[src/rtl/op_sel_pkg.sv]
// ============================================================================
// Module : op_sel_pkg
// Brief  : Shared FSM state encoding, sizing constants and ss step helper
// Rev    : 1.0  initial release
// ============================================================================
`default_nettype none

package op_sel_pkg;

  typedef enum logic [1:0] {
    S_LOAD_A = 2'd0,
    S_LOAD_B = 2'd1,
    S_SEL_OP = 2'd2,
    S_SHOW   = 2'd3
  } state_t;

  localparam int NUM_OPS_DEF = 11;
  localparam int SS_W        = 4;

  // Advance the op select, wrapping at the last legal op so ss never leaves 0..num_ops-1.
  function automatic logic [SS_W-1:0] ss_advance(input logic [SS_W-1:0] cur, input int num_ops);
    return (cur == SS_W'(num_ops - 1)) ? '0 : cur + 1'b1;
  endfunction

endpackage

`default_nettype wire

[src/rtl/btn_conditioner.sv]
// ============================================================================
// Module : btn_conditioner
// Brief  : 2-flop sync, optional debounce (OP_SEL_DEBOUNCE_EN), rising-edge pulse
// Rev    : 1.0  initial release
// ============================================================================
`default_nettype none

module btn_conditioner #(
  parameter int DEB_CYCLES = 16
) (
  input  logic clk,
  input  logic rst,
  input  logic btn_raw,
  output logic pulse
);

  logic sync1_q;
  logic sync2_q;
  logic prev_q;
  logic level;

  always_ff @(posedge clk) begin
    if (rst) begin
      sync1_q <= 1'b0;
      sync2_q <= 1'b0;
      prev_q  <= 1'b0;
    end else begin
      sync1_q <= btn_raw;
      sync2_q <= sync1_q;
      prev_q  <= level;
    end
  end

`ifdef OP_SEL_DEBOUNCE_EN
  localparam int CNT_W = $clog2(DEB_CYCLES + 1);

  logic [CNT_W-1:0] cnt_q, cnt_d;
  logic             deb_q, deb_d;

  // Counter runs only while the synced level disagrees with the accepted level;
  // any return to agreement restarts the stability window.
  always_comb begin
    cnt_d = cnt_q;
    deb_d = deb_q;
    if (sync2_q == deb_q) begin
      cnt_d = '0;
    end else if (cnt_q == CNT_W'(DEB_CYCLES - 1)) begin
      deb_d = sync2_q;
      cnt_d = '0;
    end else begin
      cnt_d = cnt_q + 1'b1;
    end
  end

  always_ff @(posedge clk) begin
    if (rst) begin
      cnt_q <= '0;
      deb_q <= 1'b0;
    end else begin
      cnt_q <= cnt_d;
      deb_q <= deb_d;
    end
  end

  assign level = deb_q;
`else
  logic unused_deb_cfg;
  assign unused_deb_cfg = (DEB_CYCLES == 0);
  assign level          = sync2_q;
`endif

  assign pulse = level & ~prev_q;

endmodule

`default_nettype wire

[src/rtl/op_select_ctrl.sv]
// ============================================================================
// Module : op_select_ctrl
// Brief  : Operand capture and op-select FSM driving the result mux; optional
//          button debounce enabled by defining OP_SEL_DEBOUNCE_EN
// Rev    : 1.0  initial release
// ============================================================================
`default_nettype none

module op_select_ctrl
  import op_sel_pkg::*;
#(
  parameter int N          = 4,
  parameter int NUM_OPS    = NUM_OPS_DEF,
  parameter int DEB_CYCLES = 16
) (
  input  logic            clk,
  input  logic            rst,
  input  logic [N-1:0]    sw,
  input  logic            btn_next,
  input  logic            btn_back,
  output logic [N-1:0]    a_out,
  output logic [N-1:0]    b_out,
  output logic [SS_W-1:0] ss,
  output logic [1:0]      state_out,
  output logic            valid
);

  logic next_p;
  logic back_p;

  btn_conditioner #(.DEB_CYCLES(DEB_CYCLES)) u_cond_next (
    .clk     (clk),
    .rst     (rst),
    .btn_raw (btn_next),
    .pulse   (next_p)
  );

  btn_conditioner #(.DEB_CYCLES(DEB_CYCLES)) u_cond_back (
    .clk     (clk),
    .rst     (rst),
    .btn_raw (btn_back),
    .pulse   (back_p)
  );

  state_t          state_q, state_d;
  logic [N-1:0]    a_q, a_d;
  logic [N-1:0]    b_q, b_d;
  logic [SS_W-1:0] ss_q, ss_d;
  logic            valid_q, valid_d;

  always_comb begin
    state_d = state_q;
    a_d     = a_q;
    b_d     = b_q;
    ss_d    = ss_q;
    // Simultaneous pulses are ambiguous operator input and are dropped.
    if (next_p && !back_p) begin
      case (state_q)
        S_LOAD_A: begin a_d = sw; state_d = S_LOAD_B; end
        S_LOAD_B: begin b_d = sw; state_d = S_SEL_OP; end
        S_SEL_OP: ss_d = ss_advance(ss_q, NUM_OPS);
        S_SHOW:   state_d = S_SEL_OP;
        default:  state_d = S_LOAD_A;
      endcase
    end else if (back_p && !next_p) begin
      case (state_q)
        S_LOAD_A: state_d = S_LOAD_A;
        S_LOAD_B: state_d = S_LOAD_A;
        S_SEL_OP: state_d = S_SHOW;
        S_SHOW: begin
          state_d = S_LOAD_A;
          a_d     = '0;
          b_d     = '0;
          ss_d    = '0;
        end
        default:  state_d = S_LOAD_A;
      endcase
    end
    valid_d = (state_d == S_SHOW);
  end

  always_ff @(posedge clk) begin
    if (rst) begin
      state_q <= S_LOAD_A;
      a_q     <= '0;
      b_q     <= '0;
      ss_q    <= '0;
      valid_q <= 1'b0;
    end else begin
      state_q <= state_d;
      a_q     <= a_d;
      b_q     <= b_d;
      ss_q    <= ss_d;
      valid_q <= valid_d;
    end
  end

  assign a_out     = a_q;
  assign b_out     = b_q;
  assign ss        = ss_q;
  assign state_out = state_q;
  assign valid     = valid_q;

endmodule

`default_nettype wire
[config.mk]
export PLATFORM = sky130hd
export DESIGN_NAME = op_select_ctrl
export DESIGN_NICKNAME = d
export VERILOG_FILES = /design/src/rtl/op_sel_pkg.sv /design/src/rtl/btn_conditioner.sv /design/src/rtl/op_select_ctrl.sv
export SDC_FILE = /design/constraint.sdc
export NUM_CORES = 1
export LEC_CHECK = 0
export BUFFER_PORTS_ARGS = -buffer_cell sky130_fd_sc_hd__buf_2
export CAP_MARGIN = 25
export CORE_MARGIN = 8
export CORE_UTILIZATION = 50
export DETAILED_ROUTE_END_ITERATION = 16
export GPL_TIMING_DRIVEN = 1
export PLACE_DENSITY = 0.72
export SLEW_MARGIN = 20
export SYNTH_ARGS = -nofsm -noshare
export SYNTH_HDL_FRONTEND = slang
export SYNTH_HIERARCHICAL = 1
export SYNTH_SLANG_ARGS = --single-unit
[constraint.sdc]
create_clock -name clk -period 2.9 [get_ports clk]
set_input_delay 0.435 -clock clk [delete_from_list [all_inputs] [get_ports clk]]
set_output_delay 0.435 -clock clk [all_outputs]
set_load 0.05 [all_outputs]
==> impl_metrics.env, run 1 <==
export IMPL_yosysTopAreaCell="dfxtp_1"
export IMPL_min_period_over_period_pct=65.9
export IMPL_cts_root_buf="clkbuf_4"
export IMPL_first_iter_violations=9
export IMPL_synthAdderAreaFrac_pct=5.23
export IMPL_endpoint="ss[1]$_SDFFE_PP0P_"
export IMPL_ys_types=31
export IMPL_rsz0062_at_grt="false"
export IMPL_synth_cell_area_um2=957
export IMPL_synth_avg_cell_area_um2=9.87
export IMPL_clock_skew_final_ps=1.49
export IMPL_ff_latch_area_um2=420
export IMPL_ir_drop_mv=0.232
export IMPL_p_leak_nw=0.433
export IMPL_fp_dieArea_um2=3570
export IMPL_synth_simple_area_share_pct=27.2
export IMPL_combPwrFrac_pct=8.4
export IMPL_outcome="completed"
export IMPL_placed_area_um2=1080
export IMPL_setup_viol=0
export IMPL_reg2reg_slack_ps=990
export IMPL_grt_max_degree=20
export IMPL_arrival_ps=2140
export IMPL_cpPeakStageDelay_ps=560
export IMPL_p_total_mw=0.477
export IMPL_cts_sinks=21
export IMPL_vias=770
export IMPL_regToRegStartpoint="u_cond_next/level$_SDFF_PP0_"
export IMPL_final_common_cell="buf_2"
export IMPL_hold_path_class="in -> reg"
export IMPL_drive_gt1_share_pct=27.7
export IMPL_final_cell_mix="buf_2, dfxtp_1, nor2b_1"
export IMPL_synthArstFlopShare_pct=0
export IMPL_max_clock_freq_ghz=0.523
export IMPL_syn2layout_area_growth_pct=15.8
export IMPL_die_h_um=59.8
export IMPL_synthXorXnorAreaFrac_pct=2.75
export IMPL_dr_pass1_iters=4
export IMPL_start_util_pct=50.9
export IMPL_wire_per_inst_um=13.0
export IMPL_netSwitchingPower_mw=0.114
export IMPL_pwr_share_seq_pct=62.3
export IMPL_fillers=189
export IMPL_syn_nets=109
export IMPL_drc=0
export IMPL_stdcell_count=146
export IMPL_place_inst=142
export IMPL_finalHoldViolations=0
export IMPL_cts_tree="yes"
export IMPL_cts_buffers=3
export IMPL_end_kind="register"
export IMPL_synth_warnings=6
export IMPL_multi_input_area_um2=499
export IMPL_cp_start_kind="register"
export IMPL_synth_compound_area_share_pct=17.0
export IMPL_core_um2=1880
export IMPL_synthMuxAreaShare_pct=0
export IMPL_crit_cells=6
export IMPL_synth_top_family_by_area="simple AND/OR/NAND/NOR gates"
export IMPL_ios=23
export IMPL_rr_worst_depth=6
export IMPL_grt_usage_pct=11.7
export IMPL_grt_overflow=0
export IMPL_grt_pass1_vias=760
export IMPL_htree_levels=1
export IMPL_die_x_um=59.8
export IMPL_postRouteWirelength_um=1900
export IMPL_clk_pin_slew_ps=110
export IMPL_routabilityCongestion=0.894
export IMPL_synth_edf_count=0
export IMPL_whs_ps=333
export IMPL_synth_top_cell_area_share_pct=43.9
export IMPL_cts_resized=0
export IMPL_powerDensity_nw_per_um2=430
export IMPL_ys_seq_area_share_pct=43.9
export IMPL_critPathMaxFanout=5
export IMPL_antenna_found_initial=0
export IMPL_nets=132
export IMPL_netlist_instances=97
export IMPL_worstMarginPinSlew_ps=469
export IMPL_cp_top_family="simple AND/OR/NAND/NOR gates"
export IMPL_clkPwrFrac_pct=29.3
export IMPL_routed_via_density=5.27
export IMPL_post_cts_setup_buffers=0
export IMPL_crit_start="u_cond_next/level$_SDFF_PP0_"
export IMPL_crit_slowest_cell="or4b_4"
export IMPL_period_needed_ps=1910
export IMPL_ctsHoldBuffers=0
export IMPL_worstReg2RegEnd="ss[1]$_SDFFE_PP0P_"
export IMPL_finalInstanceArea_um2=1110
export IMPL_cts_buffer_depth=2
export IMPL_port_buffers=22
export IMPL_ys_ff_latch=21
export IMPL_fin_tns_setup_ps=0
export IMPL_row_count=16
export IMPL_antenna_cells=0
export IMPL_synth_flop_cell="dfxtp_1"
export IMPL_cap_viol_max_count=0
export IMPL_cp_buffers_inverters=1
export IMPL_internal_power_mw=0.363
export IMPL_worstSkewPairLatency_ps=300
export IMPL_setup_ws_ps=988
export IMPL_dp_slack_ps=996
export IMPL_final_util_pct=58.9
export IMPL_final_max_slew_viol_count=0
export IMPL_critical_path_cell_chain="nor2b_2 > inv_1 > ha_1 > nand2b_4 > or4b_4 > o32ai_2"
export IMPL_slew_headroom_pct=68.7
export IMPL_synth_area_top_cells="dfxtp_1, ha_1, nor2b_1"
export IMPL_cp_data_required_time_ps=3130
export IMPL_ant_nets=0
export IMPL_grt_pass1_wl_um=3210
export IMPL_place_hpwl_um=1460
export IMPL_crit_type="reg -> reg"
export IMPL_p_sw_share_pct=23.9
==> cell usage after synthesis (2+ instances only) <==
library cell,number
buf_2,3
ha_1,4
nand3_1,2
dfxtp_1,21
xnor2_1,3
nor4b_1,2
o2bb2ai_1,5
a21oi_1,6
inv_1,5
nand3b_1,2
nor2b_2,2
nor2_1,2
nand2_1,7
nand4b_1,4
o21ai_0,4
nand2b_1,3
nor2b_1,8
==> logic make-up after synthesis <==
group           count (synthesis)
buf+inv                         9
simple gates                   38
fa+ha+maj                       4
compound gates                 22
flops                          21
xor+xnor                        3
==> registers in the layout, indices dropped and copies added, names as in the netlist, 2 cells and up <==
register,flops
a_out,4
b_out,4
ss,4
state_out,2
==> metal layers <==
metal	GRT usage [%]	up-vias	share of wire, %
met4	8.84	0	2.6
met1	12.7	356	43
met3	3.44	5	8.4
met2	18.6	20	46
li1	-	389	-
met5	0	-	0
==> power groups by stage <==
stage / Sequential [mW] / Combinational, mW / Clock [mW]
final: 0.297 / 0.0400 / 0.140
after global routing: 0.298 / 0.0442 / 0.157
after CTS: 0.297 / 0.0403 / 0.144
after detailed placement: 0.304 / 0.0401 / 0
after global placement: 0.303 / 0.0399 / 0
after floorplan: 0.307 / 0.0246 / 0
==> final cells by class <==
type                       instances  share of cell area, %
clock buffer                       4                   2.37
inverter                           5                   1.69
timing repair buffer              22                   9.93
sequential                        21                   37.9
multi-input combinational         67                   45.0
tap                               27                   3.05
==> how the worst min path moves through the flow <==
stage               slack [ps]                      startpoint                        endpoint  depth (start not counted)
finish                     330                        btn_next  u_cond_next/sync1_q$_SDFF_PP0_                          2
floorplan                  410  u_cond_back/sync1_q$_SDFF_PP0_    u_cond_back/level$_SDFF_PP0_                          1
CTS                        330                        btn_next  u_cond_next/sync1_q$_SDFF_PP0_                          2
global placement           420  u_cond_back/sync1_q$_SDFF_PP0_    u_cond_back/level$_SDFF_PP0_                          1
global route               330                        btn_back  u_cond_back/sync1_q$_SDFF_PP0_                          2
detailed placement         430  u_cond_back/sync1_q$_SDFF_PP0_    u_cond_back/level$_SDFF_PP0_                          1
(Power assumes the default switching activity.)
==> inputs of run 2 (changes only) <==
Settings changed: ABC_AREA set to 1, PLACE_DENSITY 0.72 to 0.73.
Clock period 2.9 ns to 1.96 ns, I/O delays scaled along.
==> run 2 against run 1 <==
  * Sequential share of layout area rose by 1.1 points
  * Clock power rose by 53%
  * Global-route usage rose by 0.054 points
  * Count of clock-buffer cells in the layout did not move
  * Setup slack got worse by 640 ps
  * Clock skew rose by 4.3 ps
  * Synthesized cell count rose by 35%
  * Via count rose by 10%
  * Final area fell by 2.9%
  * Synthesized area fell by 3.9%
  * Wire length rose by 1.0%
  * Critical endpoint is now a_out[3]$_SDFFE_PP0P_
==> impl_metrics.env, run 2 <==
export IMPL_yosysTopAreaCell="dfxtp_1"
export IMPL_crit_type="reg -> reg"
export IMPL_postRouteWirelength_um=1920
export IMPL_synthMuxAreaShare_pct=0
export IMPL_crit_slowest_cell="ha_1"
export IMPL_synth_top_cell_area_share_pct=45.7
export IMPL_grt_pass1_vias=827
export IMPL_post_cts_setup_buffers=0
export IMPL_hold_depth=3
export IMPL_netlist_instances=131
export IMPL_cts_sinks=21
export IMPL_min_period_over_period_pct=82.2
export IMPL_clk_pin_slew_ps=110
export IMPL_ant_nets=0
export IMPL_powerDensity_nw_per_um2=681
export IMPL_rr_worst_depth=10
export IMPL_synth_top_family_by_area="simple AND/OR/NAND/NOR gates"
export IMPL_hold_end="u_cond_next/sync1_q$_SDFF_PP0_"
export IMPL_fp_dieArea_um2=3470
export IMPL_synth_simple_area_share_pct=34.7
export IMPL_wire_per_inst_um=10.6
export IMPL_regToRegStartpoint="u_cond_next/level$_SDFF_PP0_"
export IMPL_reg2reg_slack_ps=350
export IMPL_grt_pass1_wl_um=3250
export IMPL_grt_usage_pct=11.8
export IMPL_cts_resized=0
export IMPL_final_util_pct=62.3
export IMPL_synth_warnings=6
export IMPL_drive_gt1_share_pct=20.6
export IMPL_end_kind="register"
export IMPL_finalInstanceArea_um2=1080
export IMPL_arrival_ps=1830
export IMPL_finalHoldViolations=0
export IMPL_drc=0
export IMPL_row_count=15
export IMPL_p_total_mw=0.733
export IMPL_synth_area_top_cells="dfxtp_1, nand2_1, nor2_1"
export IMPL_cts_tree="yes"
export IMPL_slew_headroom_pct=77.7
export IMPL_die_h_um=58.9
export IMPL_critPathMaxFanout=8
export IMPL_critical_path_cell_chain="inv_1 > nor2_1 > ha_1 > inv_2 > nand2_2 > nand2_1 > nor2_4 > nand2_1 > nand2_1 > nor2_1"
export IMPL_final_max_slew_viol_count=0
export IMPL_grt_max_degree=12
export IMPL_antenna_cells=0
export IMPL_period_needed_ps=1610
export IMPL_synth_edf_count=0
export IMPL_final_cell_mix="nand2_1, nor2_1, buf_2"
export IMPL_cpPeakStageDelay_ps=340
export IMPL_min_from="btn_next"
export IMPL_core_um2=1730
export IMPL_ys_top_cells_by_count="nand2_1, nor2_1, dfxtp_1"
export IMPL_place_hpwl_um=1470
export IMPL_synth_avg_cell_area_um2=7.02
export IMPL_max_clock_freq_ghz=0.620
export IMPL_antenna_found_initial=0
export IMPL_yosysMostFrequentCell="nand2_1"
export IMPL_syn2layout_area_growth_pct=17.0
export IMPL_ys_types=17
export IMPL_cap_viol_max_count=0
export IMPL_fillers=185
export IMPL_grt_overflow=0
export IMPL_start_util_pct=53.3
export IMPL_routabilityCongestion=0.849
export IMPL_ctsHoldBuffers=0
export IMPL_multi_input_area_um2=424
export IMPL_setup_viol=0
export IMPL_rsz0062_at_grt="false"
export IMPL_fin_tns_setup_ps=0
export IMPL_cts_buffers=3
export IMPL_outcome="completed"
export IMPL_ir_drop_mv=0.431
export IMPL_worstSkewPairLatency_ps=310
export IMPL_ios=23
export IMPL_placed_area_um2=1050
export IMPL_synth_flop_cell="dfxtp_1"
export IMPL_final_common_cell="nand2_1"
export IMPL_cp_data_required_time_ps=2170
export IMPL_synth_cell_area_um2=920
export IMPL_syn_nets=143
export IMPL_ys_seq_area_share_pct=45.7
export IMPL_p_leak_nw=0.522
export IMPL_cp_start_kind="register"
export IMPL_synthXorXnorAreaFrac_pct=0
export IMPL_synth_compound_area_share_pct=5.99
export IMPL_worstMarginPinSlew_ps=335
export IMPL_synthArstFlopShare_pct=0
export IMPL_htree_levels=1
export IMPL_clock_skew_final_ps=5.74
export IMPL_routed_via_density=4.72
export IMPL_ys_ff_latch=21
export IMPL_first_iter_violations=4
export IMPL_nets=168
export IMPL_die_x_um=58.9
export IMPL_synthAdderAreaFrac_pct=5.44
export IMPL_vias=850
export IMPL_cts_root_buf="clkbuf_4"
export IMPL_dr_pass1_iters=4
export IMPL_cts_buffer_depth=2
export IMPL_port_buffers=22
export IMPL_ff_latch_area_um2=420
export IMPL_crit_top_cell="nand2_1"
export IMPL_worstReg2RegEnd="a_out[3]$_SDFFE_PP0P_"
export IMPL_hold_path_class="in -> reg"
[run 2: cell count changes after synthesis, moves of 3 or more]
| cell | change |
|---|---|
| nor2_1 | +29 |
| nand2_1 | +26 |
| inv_1 | +10 |
| nor2b_1 | -8 |
| o2bb2ai_1 | -5 |
| nand4b_1 | -4 |
| buf_2 | -3 |
| nand2b_1 | -3 |
| xnor2_1 | -3 |
[run 2: worst max-delay path: cells and delay by family (launching register included)]
family / cells / cell delay, ps
buffers and inverters: 2 / 150
adder cells (fa/ha/maj): 1 / 340
AND/OR/NAND/NOR: 7 / 710
flip-flops: 1 / 320
[run 2: worst max path at each step]
| stage | to | from | slack, ps |
|---|---|---|---|
| global placement | b_out[1]$_SDFFE_PP0P_ | u_cond_next/level$_SDFF_PP0_ | 410 |
| CTS | a_out[3]$_SDFFE_PP0P_ | u_cond_next/level$_SDFF_PP0_ | 350 |
| detailed placement | a_out[3]$_SDFFE_PP0P_ | u_cond_next/level$_SDFF_PP0_ | 360 |
| global route | a_out[0]$_SDFFE_PP0P_ | u_cond_next/level$_SDFF_PP0_ | 190 |
| finish | a_out[3]$_SDFFE_PP0P_ | u_cond_next/level$_SDFF_PP0_ | 350 |
| floorplan | ss[3]$_SDFFE_PP0P_ | ss[0]$_SDFFE_PP0P_ | 420 |
[run 2: cell type report]
class	count	share of cell area [%]
Multi-Input combinational cell	91	39.4
Sequential cell	21	39.1
Timing Repair Buffer	22	10.2
Inverter	17	5.93
Tap cell	25	2.91
Clock buffer	4	2.44
[run 2: cells by family after synthesis]
logic type      after synthesis
compound gates               11
simple gates                 76
buf+inv                      19
fa+ha+maj                     4
flops                        21
[run 2: layer usage]
metal | track usage [%] | wire (µm)
met1 | 12.1 | 806
met2 | 20.7 | 912
met3 | 3.70 | 156
met4 | 6.14 | 39
met5 | 0 | 0
[run 2: power by group]
part	switching (mW)	total [mW]	internal [mW]
Clock	0.135	0.214	0.0795
Combinational	0.0547	0.0776	0.0229
Sequential	0.00508	0.442	0.437
Total	0.194	0.733	0.539
[run 2: through the flow]
stage / setup slack (ps) / hold slack [ps] / instances
2_1_floorplan: 422 / 363 / 131
3_3_place_gp: 414 / 390 / 176
3_5_place_dp: 359 / 395 / 176
4_1_cts: 349 / 185 / 180
5_1_grt: 192 / 185 / 180
6_report: 348 / 184 / 180
